$ cat src/rtl/ts_sync_cc_monitor.sv
// MPEG-2 TS sync acquisition and per-PID continuity-counter monitor.
// Aligns a byte stream on 0x47, forwards packets with sop/eop markers and reports CC errors.
`timescale 1ns/1ps
module ts_sync_cc_monitor #(
  parameter int PKT_LEN   = 188,
  parameter int SYNC_LOCK = 3,
  parameter int SYNC_LOSS = 3,
  parameter int NUM_PIDS  = 8,
  parameter int CNT_WIDTH = 16
) (
  input  logic                 clk,
  input  logic                 reset,
  input  logic [7:0]           data_in,
  input  logic                 valid_in,
  output logic [7:0]           data_out,
  output logic                 valid_out,
  output logic                 sop,
  output logic                 eop,
  output logic                 locked,
  output logic                 cc_err,
  output logic [CNT_WIDTH-1:0] cc_err_count,
  output logic [CNT_WIDTH-1:0] pkt_count
);

  localparam int PW = $clog2(PKT_LEN);
  localparam int GW = $clog2(SYNC_LOCK + 1);
  localparam int MW = $clog2(SYNC_LOSS + 1);
  localparam int IW = (NUM_PIDS > 1) ? $clog2(NUM_PIDS) : 1;

  localparam logic [1:0] ST_HUNT   = 2'd0;
  localparam logic [1:0] ST_VERIFY = 2'd1;
  localparam logic [1:0] ST_LOCKED = 2'd2;

  localparam logic [7:0]    SYNC_BYTE = 8'h47;
  localparam logic [12:0]   NULL_PID  = 13'h1FFF;
  localparam logic [PW-1:0] LAST_POS  = PW'(PKT_LEN - 1);

  logic [1:0]    state_q, state_d;
  logic [PW-1:0] byte_cnt_q, byte_cnt_d;
  logic [GW-1:0] good_q, good_d;
  logic [MW-1:0] miss_q, miss_d;
  logic          tei_q, tei_d;
  logic [12:0]   pid_q, pid_d;

  logic [7:0]           data_out_q;
  logic                 valid_out_q, sop_q, eop_q, locked_q, cc_err_q;
  logic [CNT_WIDTH-1:0] cc_err_count_q, pkt_count_q;

  logic [NUM_PIDS-1:0] tbl_valid_q;
  logic [12:0]         tbl_pid_q [NUM_PIDS];
  logic [3:0]          tbl_cc_q  [NUM_PIDS];

  logic          pos_zero, pos_last, is_sync;
  logic [PW-1:0] cnt_inc;
  logic          fwd, clear_tbl;

  assign pos_zero = (byte_cnt_q == '0);
  assign pos_last = (byte_cnt_q == LAST_POS);
  assign is_sync  = (data_in == SYNC_BYTE);
  assign cnt_inc  = pos_last ? '0 : byte_cnt_q + PW'(1);

  // Sync state machine; every transition is gated by valid_in.
  always_comb begin
    state_d    = state_q;
    byte_cnt_d = byte_cnt_q;
    good_d     = good_q;
    miss_d     = miss_q;
    fwd        = 1'b0;
    clear_tbl  = 1'b0;
    if (valid_in) begin
      case (state_q)
        ST_HUNT: begin
          if (is_sync) begin
            state_d    = ST_VERIFY;
            byte_cnt_d = PW'(1);
            good_d     = GW'(1);
          end
        end
        ST_VERIFY: begin
          byte_cnt_d = cnt_inc;
          if (pos_zero) begin
            if (is_sync) begin
              good_d = good_q + GW'(1);
              if (good_q == GW'(SYNC_LOCK - 1)) begin
                state_d = ST_LOCKED;
                miss_d  = '0;
                fwd     = 1'b1;
              end
            end else begin
              state_d    = ST_HUNT;
              byte_cnt_d = '0;
              good_d     = '0;
            end
          end
        end
        ST_LOCKED: begin
          byte_cnt_d = cnt_inc;
          fwd        = 1'b1;
          if (pos_zero) begin
            if (is_sync) begin
              miss_d = '0;
            end else if (miss_q == MW'(SYNC_LOSS - 1)) begin
              state_d    = ST_HUNT;
              byte_cnt_d = '0;
              good_d     = '0;
              miss_d     = '0;
              fwd        = 1'b0;
              clear_tbl  = 1'b1;
            end else begin
              miss_d = miss_q + MW'(1);
            end
          end
        end
        default: begin
          state_d    = ST_HUNT;
          byte_cnt_d = '0;
          good_d     = '0;
          miss_d     = '0;
        end
      endcase
    end
  end

  always_comb begin
    tei_d = tei_q;
    pid_d = pid_q;
    if (valid_in && state_q == ST_LOCKED) begin
      if (byte_cnt_q == PW'(1)) begin
        tei_d        = data_in[7];
        pid_d[12:8]  = data_in[4:0];
      end else if (byte_cnt_q == PW'(2)) begin
        pid_d[7:0]   = data_in;
      end
    end
  end

  // Continuity check on the byte carrying AFC/CC (position 3).
  logic [NUM_PIDS-1:0] hit_vec, free_vec;
  logic [IW-1:0]       hit_idx, free_idx, wr_idx;
  logic                hit_any, free_any, chk, payload, tbl_wr, cc_err_d;
  logic [3:0]          cc_new, prev_cc, prev_inc;

  generate
    for (genvar gi = 0; gi < NUM_PIDS; gi++) begin : g_match
      assign hit_vec[gi]  = tbl_valid_q[gi] && (tbl_pid_q[gi] == pid_q);
      assign free_vec[gi] = !tbl_valid_q[gi];
    end
  endgenerate

  always_comb begin
    hit_idx  = '0;
    free_idx = '0;
    for (int i = NUM_PIDS - 1; i >= 0; i--) begin
      if (hit_vec[i])  hit_idx  = IW'(i);
      if (free_vec[i]) free_idx = IW'(i);
    end
  end

  assign hit_any  = |hit_vec;
  assign free_any = |free_vec;
  assign cc_new   = data_in[3:0];
  assign payload  = data_in[4];
  assign prev_cc  = tbl_cc_q[hit_idx];
  assign prev_inc = prev_cc + 4'd1;
  assign chk      = valid_in && (state_q == ST_LOCKED) && (byte_cnt_q == PW'(3))
                    && !tei_q && (pid_q != NULL_PID);

  always_comb begin
    cc_err_d = 1'b0;
    tbl_wr   = 1'b0;
    wr_idx   = free_idx;
    if (chk) begin
      if (hit_any) begin
        wr_idx = hit_idx;
        if (payload) begin
          cc_err_d = (cc_new != prev_inc) && (cc_new != prev_cc);
          tbl_wr   = (cc_new != prev_cc);
        end else begin
          cc_err_d = (cc_new != prev_cc);
        end
      end else if (free_any) begin
        tbl_wr = 1'b1;
      end
    end
  end

  always_ff @(posedge clk or posedge reset) begin
    if (reset) begin
      tbl_valid_q <= '0;
      for (int i = 0; i < NUM_PIDS; i++) begin
        tbl_pid_q[i] <= '0;
        tbl_cc_q[i]  <= '0;
      end
    end else if (clear_tbl) begin
      tbl_valid_q <= '0;
    end else if (tbl_wr) begin
      tbl_valid_q[wr_idx] <= 1'b1;
      tbl_pid_q[wr_idx]   <= pid_q;
      tbl_cc_q[wr_idx]    <= cc_new;
    end
  end

  always_ff @(posedge clk or posedge reset) begin
    if (reset) begin
      state_q    <= ST_HUNT;
      byte_cnt_q <= '0;
      good_q     <= '0;
      miss_q     <= '0;
      tei_q      <= 1'b0;
      pid_q      <= '0;
    end else begin
      state_q    <= state_d;
      byte_cnt_q <= byte_cnt_d;
      good_q     <= good_d;
      miss_q     <= miss_d;
      tei_q      <= tei_d;
      pid_q      <= pid_d;
    end
  end

  // Output stage: strobes are only ever high on cycles that carried a valid byte.
  always_ff @(posedge clk or posedge reset) begin
    if (reset) begin
      data_out_q     <= '0;
      valid_out_q    <= 1'b0;
      sop_q          <= 1'b0;
      eop_q          <= 1'b0;
      locked_q       <= 1'b0;
      cc_err_q       <= 1'b0;
      cc_err_count_q <= '0;
      pkt_count_q    <= '0;
    end else if (valid_in) begin
      valid_out_q <= fwd;
      sop_q       <= fwd && pos_zero;
      eop_q       <= fwd && pos_last;
      cc_err_q    <= cc_err_d;
      locked_q    <= (state_d == ST_LOCKED);
      if (fwd) data_out_q <= data_in;
      if (fwd && pos_zero) pkt_count_q <= pkt_count_q + CNT_WIDTH'(1);
      if (cc_err_d && cc_err_count_q != '1) cc_err_count_q <= cc_err_count_q + CNT_WIDTH'(1);
    end else begin
      valid_out_q <= 1'b0;
      sop_q       <= 1'b0;
      eop_q       <= 1'b0;
      cc_err_q    <= 1'b0;
    end
  end

  assign data_out     = data_out_q;
  assign valid_out    = valid_out_q;
  assign sop          = sop_q;
  assign eop          = eop_q;
  assign locked       = locked_q;
  assign cc_err       = cc_err_q;
  assign cc_err_count = cc_err_count_q;
  assign pkt_count    = pkt_count_q;

endmodule

$ cat config.mk
export PLATFORM = sky130hd
export DESIGN_NAME = ts_sync_cc_monitor
export DESIGN_NICKNAME = d
export VERILOG_FILES = /design/src/rtl/ts_sync_cc_monitor.sv
export SDC_FILE = /design/constraint.sdc
export NUM_CORES = 1
export LEC_CHECK = 0
export BUFFER_PORTS_ARGS = -buffer_cell sky130_fd_sc_hd__buf_2
export CAP_MARGIN = 40
export CORE_ASPECT_RATIO = 0.75
export CORE_MARGIN = 3
export CORE_UTILIZATION = 56
export CTS_BUF_LIST = sky130_fd_sc_hd__clkbuf_16
export CTS_CLUSTER_DIAMETER = 30
export CTS_CLUSTER_SIZE = 28
export DETAILED_ROUTE_END_ITERATION = 16
export PLACE_DENSITY = 0.77
export SYNTH_ARGS = -nofsm -noshare
export SYNTH_HDL_FRONTEND = slang
export SYNTH_SLANG_ARGS = --single-unit
$ cat constraint.sdc
create_clock -name clk -period 5.85 [get_ports clk]
set_input_delay 0 -clock clk [delete_from_list [all_inputs] [get_ports clk]]
set_output_delay 0 -clock clk [all_outputs]
set_load 0.01 [all_outputs]
==> reports/results.tsv <==
metric	value	unit
Synth Register Bits	217	
Non-Filler Instances	1411	
Crit Path Class	reg -> reg	
syn_area_per_cell	11.8	sq um
Final period util	90.0	%
CTS Sinks	217	
cell taking the most area after synthesis	dfrtp_1	
Syn Nets	1030	
CP arrival	5650	ps
Critical Path Source Type	register	
top cells by area, synth	dfrtp_1, mux2_4, xnor2_1	
CTS clk-pin slew, worst paths	60	ps
# IOs	56	
final net count	1125	
Hold WS	56.2	ps
total die area	23000	sq um
register area share after synthesis	45.6	%
total power	4.38	mW
post-synth design cell area	11900	sq um
# rows	45	
DR DRC count	0	
drt initial violations	849	
vias per cell	6.08	
H-tree depth	2	
Distinct cells, synth	72	
die width	174	um
I/O Buffers	55	
initial antenna violation count	0	
share of flip-flops with an asynchronous set or reset	100	%
largest net degree at the start of global routing	130	
final HPWL from detailed placement	19700	um
Final ANT Viol Nets	0	
vias in the first global route	8544	
clock skew	18.6	ps
FILL cells	1469	
Final Setup Violations	0	
number of flops mapped to enable cells by yosys	0	
worst rel slew slack	38.3	%
CP required	6230	ps
n_diodes	0	
Slew @ Worst Pin	918	ps
status	finished clean	
first-pass GRT wire length	47200	um
dpl cells	1337	
routed wire length	29300	um
GPL Wtd Cong	0.916	
total grt overflow	0	
RSZ-0062 raised after global routing	no	
DR pass1 iterations	6	
Slew Limit Fails	0	
Synth top area share	45.6	%
core box area	20600	sq um
synthesized instance count	1007	
All-Layer GR Usage	25.4	%
post-layout min period	5270	ps
Critical Path Fanout Max	16	
routed length per instance	20.8	um
setup_tns	0	ps
Initial Utilization	57.9	%
Chip Height	132	um
CTS resizes	0	
CTS root buffer	clkbuf_16	
main flop type after synthesis	dfrtp_1	
total number of vias	8581	
leakage power	6.57	nW
Setup crit end kind	register	
CTS Buffer Depth	3	
Max Clk Rate	0.190	GHz
VDD IR max	0.285	mV
share of layout cells above drive strength 1	31.1	%
P&R area growth vs syn	17.9	%
Skew-Pair Late Insertion Delay	510	ps
Ys Warns	0	
Hold Vio Cnt, Final	0	
Max Cap Viol	0	
CTS tree	built	
worst hold-check path type	in -> reg	
CTS buffer count	37	
P per Cell Area	312	nW/um^2
-- layout by cell type (no fill, tap or decap), types with 8 or more instances in the layout --
cell and n:
inv_1 18, a21o_1 10, mux2_4 74, mux2i_1 17
clkbuf_16 37, nor4_1 17, dfrtp_1 217, buf_4 33
inv_6 9, nor3_1 23, o211ai_1 8, a21oi_1 13
xnor2_1 116, o21ai_0 33, dlygate4sd3_1 8, nor2_1 28
and3_1 11, nand4_1 57, nand3_1 30, or4_1 8
a211oi_4 8, buf_2 56, ha_1 12, xor2_1 21
nand2_1 67, mux2_2 86
-- worst max-delay path, stage by stage, from the launching register on --
cell       delay [ps]
dfrtp_1           810
buf_4             260
xnor2_1           170
nand4_1           150
or4_1             620
a2111oi_0         610
o211ai_1          140
o211ai_1          120
mux2_2            360
nor2_1            260
o21ai_1           240
o21ai_4           390
buf_4             260
a211oi_4           90
buf_4             280
mux2_4            330
-- metal layers --
metal / vias to the layer above / part of all wire [%] / routed length [um] / global-route usage (%)
met4: 0 / 2.2 / 641 / 6.74
met1: 4295 / 46 / 13600 / 38.7
met5: - / 0 / 0 / 0
met3: 65 / 8.4 / 2450 / 5.38
li1: 3835 / - / - / -
met2: 386 / 43 / 12700 / 36.9
-- path summary, 6_finish.rpt --
kind	startpoint	to	slack (ps)	cells after the start
worst max-delay path	pid_q[3]$_DFFE_PP0P_	tbl_pid_q[28]$_DFFE_PP0P_	580	15
worst min-delay path	data_in[2]	tbl_cc_q[26]$_DFFE_PP0P_	60	2
worst max register to register	pid_q[3]$_DFFE_PP0P_	tbl_pid_q[28]$_DFFE_PP0P_	580	15
worst min register to register	pkt_count[15]$_DFFE_PP0P_	pkt_count[15]$_DFFE_PP0P_	470	1
max in group asynchronous	reset	cc_err_count[6]$_DFFE_PP0P_	4280	6
min in group asynchronous	reset	tbl_pid_q[61]$_DFFE_PP0P_	560	4
-- state kept, by name (all words and copies together) (netlist names), 2 cells and up --
signal        flops
tbl_cc_q         32
data_out          8
pkt_count        16
tbl_pid_q       104
cc_err_count     16
pid_q            13
miss_q            2
good_q            2
state_q           2
tbl_valid_q       8
byte_cnt_q        8
-- layout make-up --
cell class	count	area, sq um	area share [%]
clock buffers	37	926	6.60
clock inverters	29	384	2.74
inverters	19	75.1	0.535
multi-input cells	719	6030	43.0
flip-flops and latches	217	5430	38.7
well taps	282	353	2.51
repair buffers	108	828	5.90
-- logic make-up after synthesis --
logic type,synth area share [%]
and+or+nand+nor,12.7
DFF,45.6
muxes,18.9
xor gates and xnor gates,10.1
AOI/OAI and AO/OA,7.74
buffers and inverters,3.65
adders and majority gates,1.26
-- metrics by stage --
stage	cell area (sq um)	worst slack, ps	utilization, %
finish	14000	583	68.3
global route	14000	389	68.3
CTS	14000	629	68.3
detailed placement	12600	677	61.5
global placement	12600	630	61.1
floorplan	11900	1500	-
-- cells in the mapped netlist, types with 3 or more instances --
| library cell | n |
|---|---|
| nor2b_1 | 5 |
| nand2_1 | 67 |
| clkbuf_1 | 26 |
| xor2_1 | 21 |
| nor4_1 | 17 |
| nor4_2 | 3 |
| and3_1 | 11 |
| a21o_1 | 10 |
| o22ai_1 | 4 |
| nor3_1 | 23 |
| ha_1 | 12 |
| dfrtp_1 | 217 |
| nand2b_1 | 4 |
| mux2i_1 | 17 |
| mux2_4 | 74 |
| mux2_2 | 86 |
| a211oi_4 | 8 |
| a21oi_1 | 13 |
| nor2_1 | 28 |
| o211ai_1 | 8 |
| inv_1 | 19 |
| buf_6 | 20 |
| buf_4 | 4 |
| nand3_1 | 30 |
| a31oi_1 | 3 |
| o21ai_0 | 33 |
| nand4_1 | 57 |
| o31ai_1 | 4 |
| or4_1 | 8 |
| and2_1 | 3 |
| xnor2_1 | 116 |
-- power breakdown --
part	internal [mW]	leakage, nW	switching (mW)
Clock	1.49	0.630	0.782
Sequential	1.54	3.02	0.0750
Combinational	0.200	2.91	0.290
-- what timing repair did --
action,CTS,global route
endpoints found under the hold margin,200,0
setup buffers,0,0
hold buffers,8,0
Note: power is estimated with default switching activity, not from simulation.
